--- src/rtl/ag32gbd_ram_read.sv ---
`default_nettype none
// ============================================================================
// Module   : ag32gbd_ram_read
// Purpose  : Reads one 256-byte SRAM round and re-linearises GB planar tiles
//            into 2bpp block-buffer bytes.
// Revision : 1.0
// ============================================================================
module ag32gbd_ram_read #(
  parameter int READ_WAIT = 8
) (
  input  logic        sys_clock,
  input  logic        sys_resetn,
  input  logic        NewRunReset,
  input  logic        StartRead,
  input  logic [3:0]  ReadRound,
  input  logic        Gbd_Writing_Ram,
  output logic        Gbd_Reading_Ram,
  output logic [11:0] Ram_Reading_Addr_Low,
  input  logic [7:0]  Ram_Reading_Data,
  output logic        Ram_Reading_nCS,
  output logic        Ram_Reading_nOE,
  output logic        BufferWriteEnable,
  output logic [9:0]  BufferWriteOffset,
  output logic [7:0]  BufferWriteData,
  output logic        ReadDone
);

  typedef enum logic [2:0] {
    S_IDLE    = 3'd0,
    S_READ_LO = 3'd1,
    S_READ_HI = 3'd2,
    S_WRITE_1 = 3'd3,
    S_FINISH  = 3'd4
  } state_t;

  localparam logic [3:0] c_WAIT_LAST = 4'(READ_WAIT - 1);

  // Pairs one nibble of each plane into four 2-bit pixels, high plane as MSB.
  function automatic logic [7:0] f_interleave(input logic [3:0] hi, input logic [3:0] lo);
    logic [7:0] res;
    res = 8'h00;
    for (int i = 0; i < 4; i++) begin
      res[2*i+1] = hi[i];
      res[2*i]   = lo[i];
    end
    return res;
  endfunction

  state_t      r_state, w_state;
  logic [6:0]  r_k, w_k;
  logic [3:0]  r_wait, w_wait;
  logic [3:0]  r_round, w_round;
  logic [7:0]  r_lo, w_lo;
  logic [7:0]  r_hi, w_hi;
  logic [11:0] r_addr, w_addr;
  logic        r_ncs, w_ncs;
  logic        r_noe, w_noe;
  logic        r_we, w_we;
  logic [9:0]  r_off, w_off;
  logic [7:0]  r_data, w_data;
  logic        r_done, w_done;

  logic        w_rst_n;
  logic        w_sample;
  logic [11:0] w_addr_inc;

  // An abort request behaves exactly like the async reset.
  assign w_rst_n    = sys_resetn & ~NewRunReset;
  assign w_sample   = (r_wait == c_WAIT_LAST);
  assign w_addr_inc = {r_round, r_addr[7:0] + 8'd1};

  always_ff @(posedge sys_clock or negedge w_rst_n) begin
    if (!w_rst_n) begin
      r_state <= S_IDLE;
      r_k     <= 7'd0;
      r_wait  <= 4'd0;
      r_round <= 4'd0;
      r_lo    <= 8'h00;
      r_hi    <= 8'h00;
      r_addr  <= 12'h000;
      r_ncs   <= 1'b1;
      r_noe   <= 1'b1;
      r_we    <= 1'b0;
      r_off   <= 10'd0;
      r_data  <= 8'h00;
      r_done  <= 1'b0;
    end else begin
      r_state <= w_state;
      r_k     <= w_k;
      r_wait  <= w_wait;
      r_round <= w_round;
      r_lo    <= w_lo;
      r_hi    <= w_hi;
      r_addr  <= w_addr;
      r_ncs   <= w_ncs;
      r_noe   <= w_noe;
      r_we    <= w_we;
      r_off   <= w_off;
      r_data  <= w_data;
      r_done  <= w_done;
    end
  end

  always_comb begin
    w_state = r_state;
    w_k     = r_k;
    w_wait  = r_wait;
    w_round = r_round;
    w_lo    = r_lo;
    w_hi    = r_hi;
    w_addr  = r_addr;
    w_ncs   = r_ncs;
    w_noe   = r_noe;
    w_we    = r_we;
    w_off   = r_off;
    w_data  = r_data;
    w_done  = r_done;

    case (r_state)
      S_IDLE: begin
        w_done = 1'b0;
        w_we   = 1'b0;
        if (StartRead && !Gbd_Writing_Ram) begin
          w_round = ReadRound;
          w_k     = 7'd0;
          w_addr  = {ReadRound, 8'h00};
          w_ncs   = 1'b0;
          w_noe   = 1'b0;
          w_wait  = 4'd0;
          w_state = S_READ_LO;
        end
      end
      S_READ_LO: begin
        w_we = 1'b0;
        if (w_sample) begin
          w_lo    = Ram_Reading_Data;
          w_addr  = w_addr_inc;
          w_wait  = 4'd0;
          w_state = S_READ_HI;
        end else begin
          w_wait = r_wait + 4'd1;
        end
      end
      S_READ_HI: begin
        if (w_sample) begin
          w_hi    = Ram_Reading_Data;
          w_we    = 1'b1;
          // Pair k covers row k[2:0], byte column k[6:3]*2 of the linear buffer.
          w_off   = {2'b00, r_k[2:0], r_k[6:3], 1'b0};
          w_data  = f_interleave(Ram_Reading_Data[7:4], r_lo[7:4]);
          w_wait  = 4'd0;
          w_state = S_WRITE_1;
        end else begin
          w_wait = r_wait + 4'd1;
        end
      end
      S_WRITE_1: begin
        w_we   = 1'b1;
        w_off  = {2'b00, r_k[2:0], r_k[6:3], 1'b1};
        w_data = f_interleave(r_hi[3:0], r_lo[3:0]);
        w_addr = w_addr_inc;
        if (r_k == 7'd127) begin
          w_state = S_FINISH;
        end else begin
          w_k     = r_k + 7'd1;
          w_state = S_READ_LO;
        end
      end
      S_FINISH: begin
        w_we    = 1'b0;
        w_ncs   = 1'b1;
        w_noe   = 1'b1;
        w_addr  = 12'h000;
        w_done  = 1'b1;
        w_state = S_IDLE;
      end
      default: begin
        w_state = S_IDLE;
      end
    endcase
  end

  assign Gbd_Reading_Ram      = (r_state != S_IDLE);
  assign Ram_Reading_Addr_Low = r_addr;
  assign Ram_Reading_nCS      = r_ncs;
  assign Ram_Reading_nOE      = r_noe;
  assign BufferWriteEnable    = r_we;
  assign BufferWriteOffset    = r_off;
  assign BufferWriteData      = r_data;
  assign ReadDone             = r_done;

endmodule
`default_nettype wire
--- config.mk ---
export PLATFORM = sky130hd
export DESIGN_NAME = ag32gbd_ram_read
export DESIGN_NICKNAME = d
export VERILOG_FILES = /design/src/rtl/ag32gbd_ram_read.sv
export SDC_FILE = /design/constraint.sdc
export NUM_CORES = 1
export LEC_CHECK = 0
export ABC_AREA = 1
export CORE_MARGIN = 2
export CORE_UTILIZATION = 49
export CTS_BUF_LIST = sky130_fd_sc_hd__clkbuf_4
export CTS_CLUSTER_DIAMETER = 40
export DETAILED_ROUTE_END_ITERATION = 8
export PLACE_DENSITY = 0.77
export RECOVER_POWER = 100
export SETUP_SLACK_MARGIN = 0.15
export SLEW_MARGIN = 20
export SYNTH_ARGS = -nofsm -noshare
export SYNTH_HDL_FRONTEND = slang
export SYNTH_SLANG_ARGS = --single-unit
--- constraint.sdc ---
create_clock -name sys_clock -period 4 [get_ports sys_clock]
set_input_delay 0.4 -clock sys_clock [delete_from_list [all_inputs] [get_ports sys_clock]]
set_output_delay 0.4 -clock sys_clock [all_outputs]
set_load 0.05 [all_outputs]
* Word-level counts from Yosys, hierarchy flattened
Cells that the tools add are included.
Widths: inputs -> output; s select.
** Word-level totals
- Input bits :: 17
- Logic and storage cells :: 72
- Output and inout bits :: 35
- Register bits after elaboration :: 63
** Operators by class
- Bitwise gates (word level) :: 2
- Eq/ne operators :: 10
- Mux-type cells :: 23
- $add $sub $neg :: 3
- Reductions and logical operators :: 22
** Operators by type and width (count)
- $pmux 12 s4 :: 1
- $mux 12 :: 2
- $pmux 10 s2 :: 1
- $pmux 8 s2 :: 1
- $mux 7 :: 2
- $pmux 7 s2 :: 1
- $reduce_and 2->1 :: 7
- $mux 3 :: 4
- $pmux 3 s4 :: 1
- $mux 10 :: 1
- $reduce_and 3->1 :: 3
- $add 8x1->8 const B :: 1
- $mux 4 :: 2
- $mux 8 :: 1
- $ne 2x2->1 const B :: 4
- $pmux 4 s2 :: 1
- $reduce_bool 2->1 :: 4
- $add 7x1->7 const B :: 1
- $eq 7x7->1 const B :: 1
- $eq 3x2->1 const B :: 2
- $reduce_bool 3->1 :: 2
- $add 4x1->4 const B :: 1
- $eq 4x3->1 const B :: 1
- $pmux 1 s2 :: 2
- 12 further kinds :: 13

* Depth between registers and ports, before layout
- Word-level depth :: 4
- Mapped depth :: 9

* Worst setup path after synthesis
OpenSTA, ideal clock, no wires.
- Path type :: register -> register
- From :: reg r_state[0]
- To :: reg r_round[0]
- Data required time :: 3874 ps
- Buffers on the path :: 1
- Slack :: 2408 ps
- Cell stages (with the launch flop) :: 8
- Arrival time :: 1466 ps
- Setup time :: 126 ps
- Cells stage by stage :: dfrtp_1 buf_6 nor2_4 nand2_1 inv_1 nand3_4 nand2_1 o21ai_0
** Between the ends
- Longest elaborated chain between the ends :: 2
** Ends and longest elaborated chain
- from (decl) :: RTL line 49 : state_t r_state, w_state;
- from (signal assigned) :: RTL line 88 : r_state <= w_state;
- $logic_not 3->1 :: RTL line 119 : case (r_state)
- $reduce_and 2->1 (no source line)
- to (signal assigned) :: RTL line 91 : r_round <= w_round;
- to (decl) :: RTL line 52 : logic [3:0] r_round, w_round;
Every way passes these cells.
A chain may end at the register's enable or synchronous reset.

* Worst setup path after layout
- From :: reg r_wait[0]
- To :: reg r_data[6], in the netlist BufferWriteData[6]
** Between the ends
- Longest elaborated chain between the ends :: 3
** Ends and longest elaborated chain
- from (decl) :: RTL line 51 : logic [3:0] r_wait, w_wait;
- from (signal assigned) :: RTL line 90 : r_wait <= w_wait;
- $eq 4x3->1 :: RTL line 69 : assign w_sample = (r_wait == c_WAIT_LAST);
- $ne 2x2->1 (no source line)
- $reduce_and 2->1 (no source line)
- to (signal assigned) :: RTL line 99 : r_data <= w_data;
- to (decl) :: RTL line 60 : logic [7:0] r_data, w_data;
Every way passes these cells.

==> flow_metrics.tcl <==
set metrics [dict create \
    timing.final.hold_violations 0 \
    dieArea_mm2 0.00676 \
    cts-hold-fix-buffers 0 \
    status "complete, but fails checks" \
    clkLatencyLatePin_ns 0.39 \
    cts_tree "built" \
    cpPeakStageDelay_ns 0.72 \
    p_per_area_mw_per_mm2 297 \
    fin_nets 445 \
    rsz0062_at_grt "no" \
    maxSlewHeadroom 0.00180 \
    critPathSlowestCell "clkbuf_1" \
    grt_remaining_overflow 0 \
    critical_path.max_fanout 22 \
    wirelength_mm 6.01 \
    drc 0 \
    fin_skew_ns 0.0105 \
    postCtsSetupRepairBufs 0 \
    arrival_ns 3.06 \
    globalplace.congestion 0.833 \
    worst_pin_slew_ns 1.49 \
    antennaDiodeCount 0 \
    violations "max-capacitance violations" \
    cts-root-buf "clkbuf_4" \
    num_rows 28 \
    ctsResizeCount 0 \
    power_frac_clock 0.336 \
    seq_area_mm2 0.00153 \
    startpoint_type "flop" \
    critical_path_required_ns 4.28 \
    p_sw_frac 0.241 \
    synthCells 369 \
    hpwlAfterDp_mm 4.39 \
    fin_ws_ns 1.22 \
    hp-class "reg -> reg" \
    cts.path.max_buffers 2 \
    synth.distinct_cells 30 \
    fin_crit_sh 0.695 \
    switchingPower_w 0.000256 \
    critical_path_class "reg -> reg" \
    p_leak_nw 1.92 \
    nFillCells 561 \
    crit_path_frequent_cell "nand2_1" \
    vias 2467 \
    yosys-top-cells-area "dfrtp_1 (50%), nand2_1 (20%), inv_1 (3.9%)" \
    ys_seq_elements 61 \
    yosys.area.top_type "dfrtp_1" \
    path_cells "ha_1 -> nand3_1 -> inv_1 -> o21ai_0 -> clkbuf_1 -> clkinv_1 -> nand2_1 -> nand2_1" \
    dr.max_layer_used "met4" \
    syn_area_mm2 0.00300 \
    finalSetupTns_ns 0 \
    multi_input_area_mm2 0.00118 \
    dp_slack_ns 1.99 \
    fin_util 0.605 \
    wl_per_cell_um 11.9 \
    cp-end-kind "flop" \
    fmax_mhz 360 \
    die_h_um 82.2 \
    wirelength_met1_mm 2.92 \
    maxSlewViolCount 0 \
    io_buffer_count 49 \
    dr.pass1.iters 4 \
    route.met3.wl_um 206 \
    syn_avg_cell_area_um2 8.12 \
    initial_core_util 0.506 \
    first_global_vias 2349 \
    internal-power_w 0.000806 \
    io_pins 52 \
    grt_antenna_before_repair 0 \
    grt_max_degree 27 \
    grt_usage 0.201 \
    netlist.area_leader.share 0.501 \
    routed_via_density 4.89 \
    grt_pass1_wl_mm 10.4 \
    p_seq_frac 0.595 \
    fp.coreArea_mm2 0.00592 \
    min_period_ns 2.78 \
    wl_met2_mm 2.80 \
    die_w_um 82.2 \
    finalSetupViolCount 0 \
    drtIter0Drc 160 \
    ant_nets 0 \
    peakVddDrop_uv 225 \
    yosys_warnings 0 \
    cts.sinks 61 \
    path_clk_slew_ns 0.10 \
    p_comb_frac 0.069 \
    cts-buffers-inserted 9 \
    cap_violations 1 \
    yosysSeqAreaShare 0.510 \
    final_layout_size_suffix_gt1_frac 0.0767 \
    ctsHtreeMaxLevel 3 \
    area.growth.synth_to_final_pct 19.4 \
]
## path summary, 6_finish.rpt
| check | startpoint | slack (ns) | cells past startpoint | endpoint |
|---|---|---|---|---|
| worst max register to register | r_wait[0] | 1.22 | 8 | BufferWriteData[6] |
| min in group asynchronous | NewRunReset | 0.80 | 2 | Ram_Reading_Addr_Low[0] |
| worst min-delay path | BufferWriteOffset[5] | 0.48 | 2 | BufferWriteOffset[5] |
| worst min register to register | BufferWriteOffset[5] | 0.48 | 2 | BufferWriteOffset[5] |
| max in group asynchronous | sys_resetn | 1.88 | 4 | r_k[4] |
| worst max-delay path | r_wait[0] | 1.22 | 8 | BufferWriteData[6] |
## power groups by stage
stage,Combinational [W],Clock [W],Sequential (W)
2_1_floorplan,0.0000307,0,0.000658
3_3_place_gp,0.0000762,0,0.000644
3_5_place_dp,0.0000796,0,0.000644
4_1_cts,0.0000800,0.000368,0.000632
5_1_grt,0.0000821,0.000402,0.000633
6_report,0.0000734,0.000357,0.000632
## cells by family after synthesis
| group | synth area share |
|---|---|
| AND/OR/NAND/NOR | 0.312 |
| flip-flops | 0.510 |
| buffers and inverters | 0.0751 |
| AO/OA/AOI/OAI | 0.0806 |
| XOR/XNOR | 0.00877 |
| adder cells (fa/ha/maj) | 0.0125 |
| other | 0.00125 |
## metrics by stage
| step | std cells | total power (W) | area, um2 | hold WS (ns) |
|---|---|---|---|---|
| floorplan | 370 | 0.000689 | 3000 | 0.453 |
| global placement | 488 | 0.000720 | 3540 | 0.463 |
| detailed placement | 489 | 0.000724 | 3560 | 0.469 |
| CTS | 505 | 0.00108 | 3670 | 0.442 |
| global route | 505 | 0.00112 | 3580 | 0.504 |
| finish | 505 | 0.00106 | 3580 | 0.481 |
## critical path: cells and delay by family, from the launching register on
family | cells | cell delay [ns]
compound gates | 1 | 0.16
simple gates | 3 | 0.42
fa+ha+maj | 1 | 0.25
flops | 1 | 0.45
buf+inv | 3 | 1.40
## cell usage in the layout, fill, tap and decap left out, types with 2 or more instances in the layout
master / Yosys / layout
nand3b_1: 2 / 2
clkbuf_1: 0 / 3
nand2_2: 7 / 4
nor2_1: 14 / 15
clkdlybuf4s50_1: 0 / 15
conb_1: 1 / 2
nand4_1: 3 / 3
clkinv_1: 2 / 4
nand3_1: 15 / 19
inv_2: 4 / 3
inv_1: 31 / 32
o21ai_1: 19 / 3
o21ai_0: 16 / 36
nand2_4: 2 / 2
xor2_1: 3 / 3
ha_1: 3 / 3
dlygate4sd3_1: 0 / 34
clkbuf_4: 0 / 13
dfrtp_1: 60 / 60
nand2_1: 158 / 161
inv_4: 2 / 2
## registers in the layout, indices dropped and copies added, names as in the netlist
name                  cells
BufferWriteEnable         1
BufferWriteData           8
r_state                   3
Ram_Reading_nOE           1
BufferWriteOffset         8
Ram_Reading_Addr_Low     12
r_hi                      4
r_k                       7
ReadDone                  1
r_round                   4
r_wait                    4
r_lo                      8
## per-layer routing
layer	GRT usage	up-vias
met3	0.0359	10
met5	0	-
met2	0.325	50
met4	0.0850	0
li1	-	1265
met1	0.265	1142
## Yosys cell counts
library cell  count
ha_1              3
nand2_4           2
inv_4             2
nor2_2            1
or2_2             1
buf_6             3
nand3_2           1
o22ai_1           1
xor2_1            3
dfrtp_1          60
o21ai_1          19
nor2_1           14
clkinv_1          2
nand3_4           4
dfstp_2           1
o21ai_2           5
nand2_2           7
conb_1            1
buf_2             2
nand3_1          15
inv_2             4
o21bai_1          1
nand3b_1          2
nor2_4            2
buf_4             4
inv_1            31
a31o_2            1
nand4_1           3
nand2_1         158
o21ai_0          16
## final cells by class
cell class / instances / area share
clock buffer: 13 / 0.0273
inverter: 39 / 0.0423
tap: 75 / 0.0262
timing repair buffer: 53 / 0.146
sequential: 61 / 0.427
multi-input combinational: 261 / 0.328
clock inverter: 3 / 0.00349
Power figures use the tool's default switching activity.
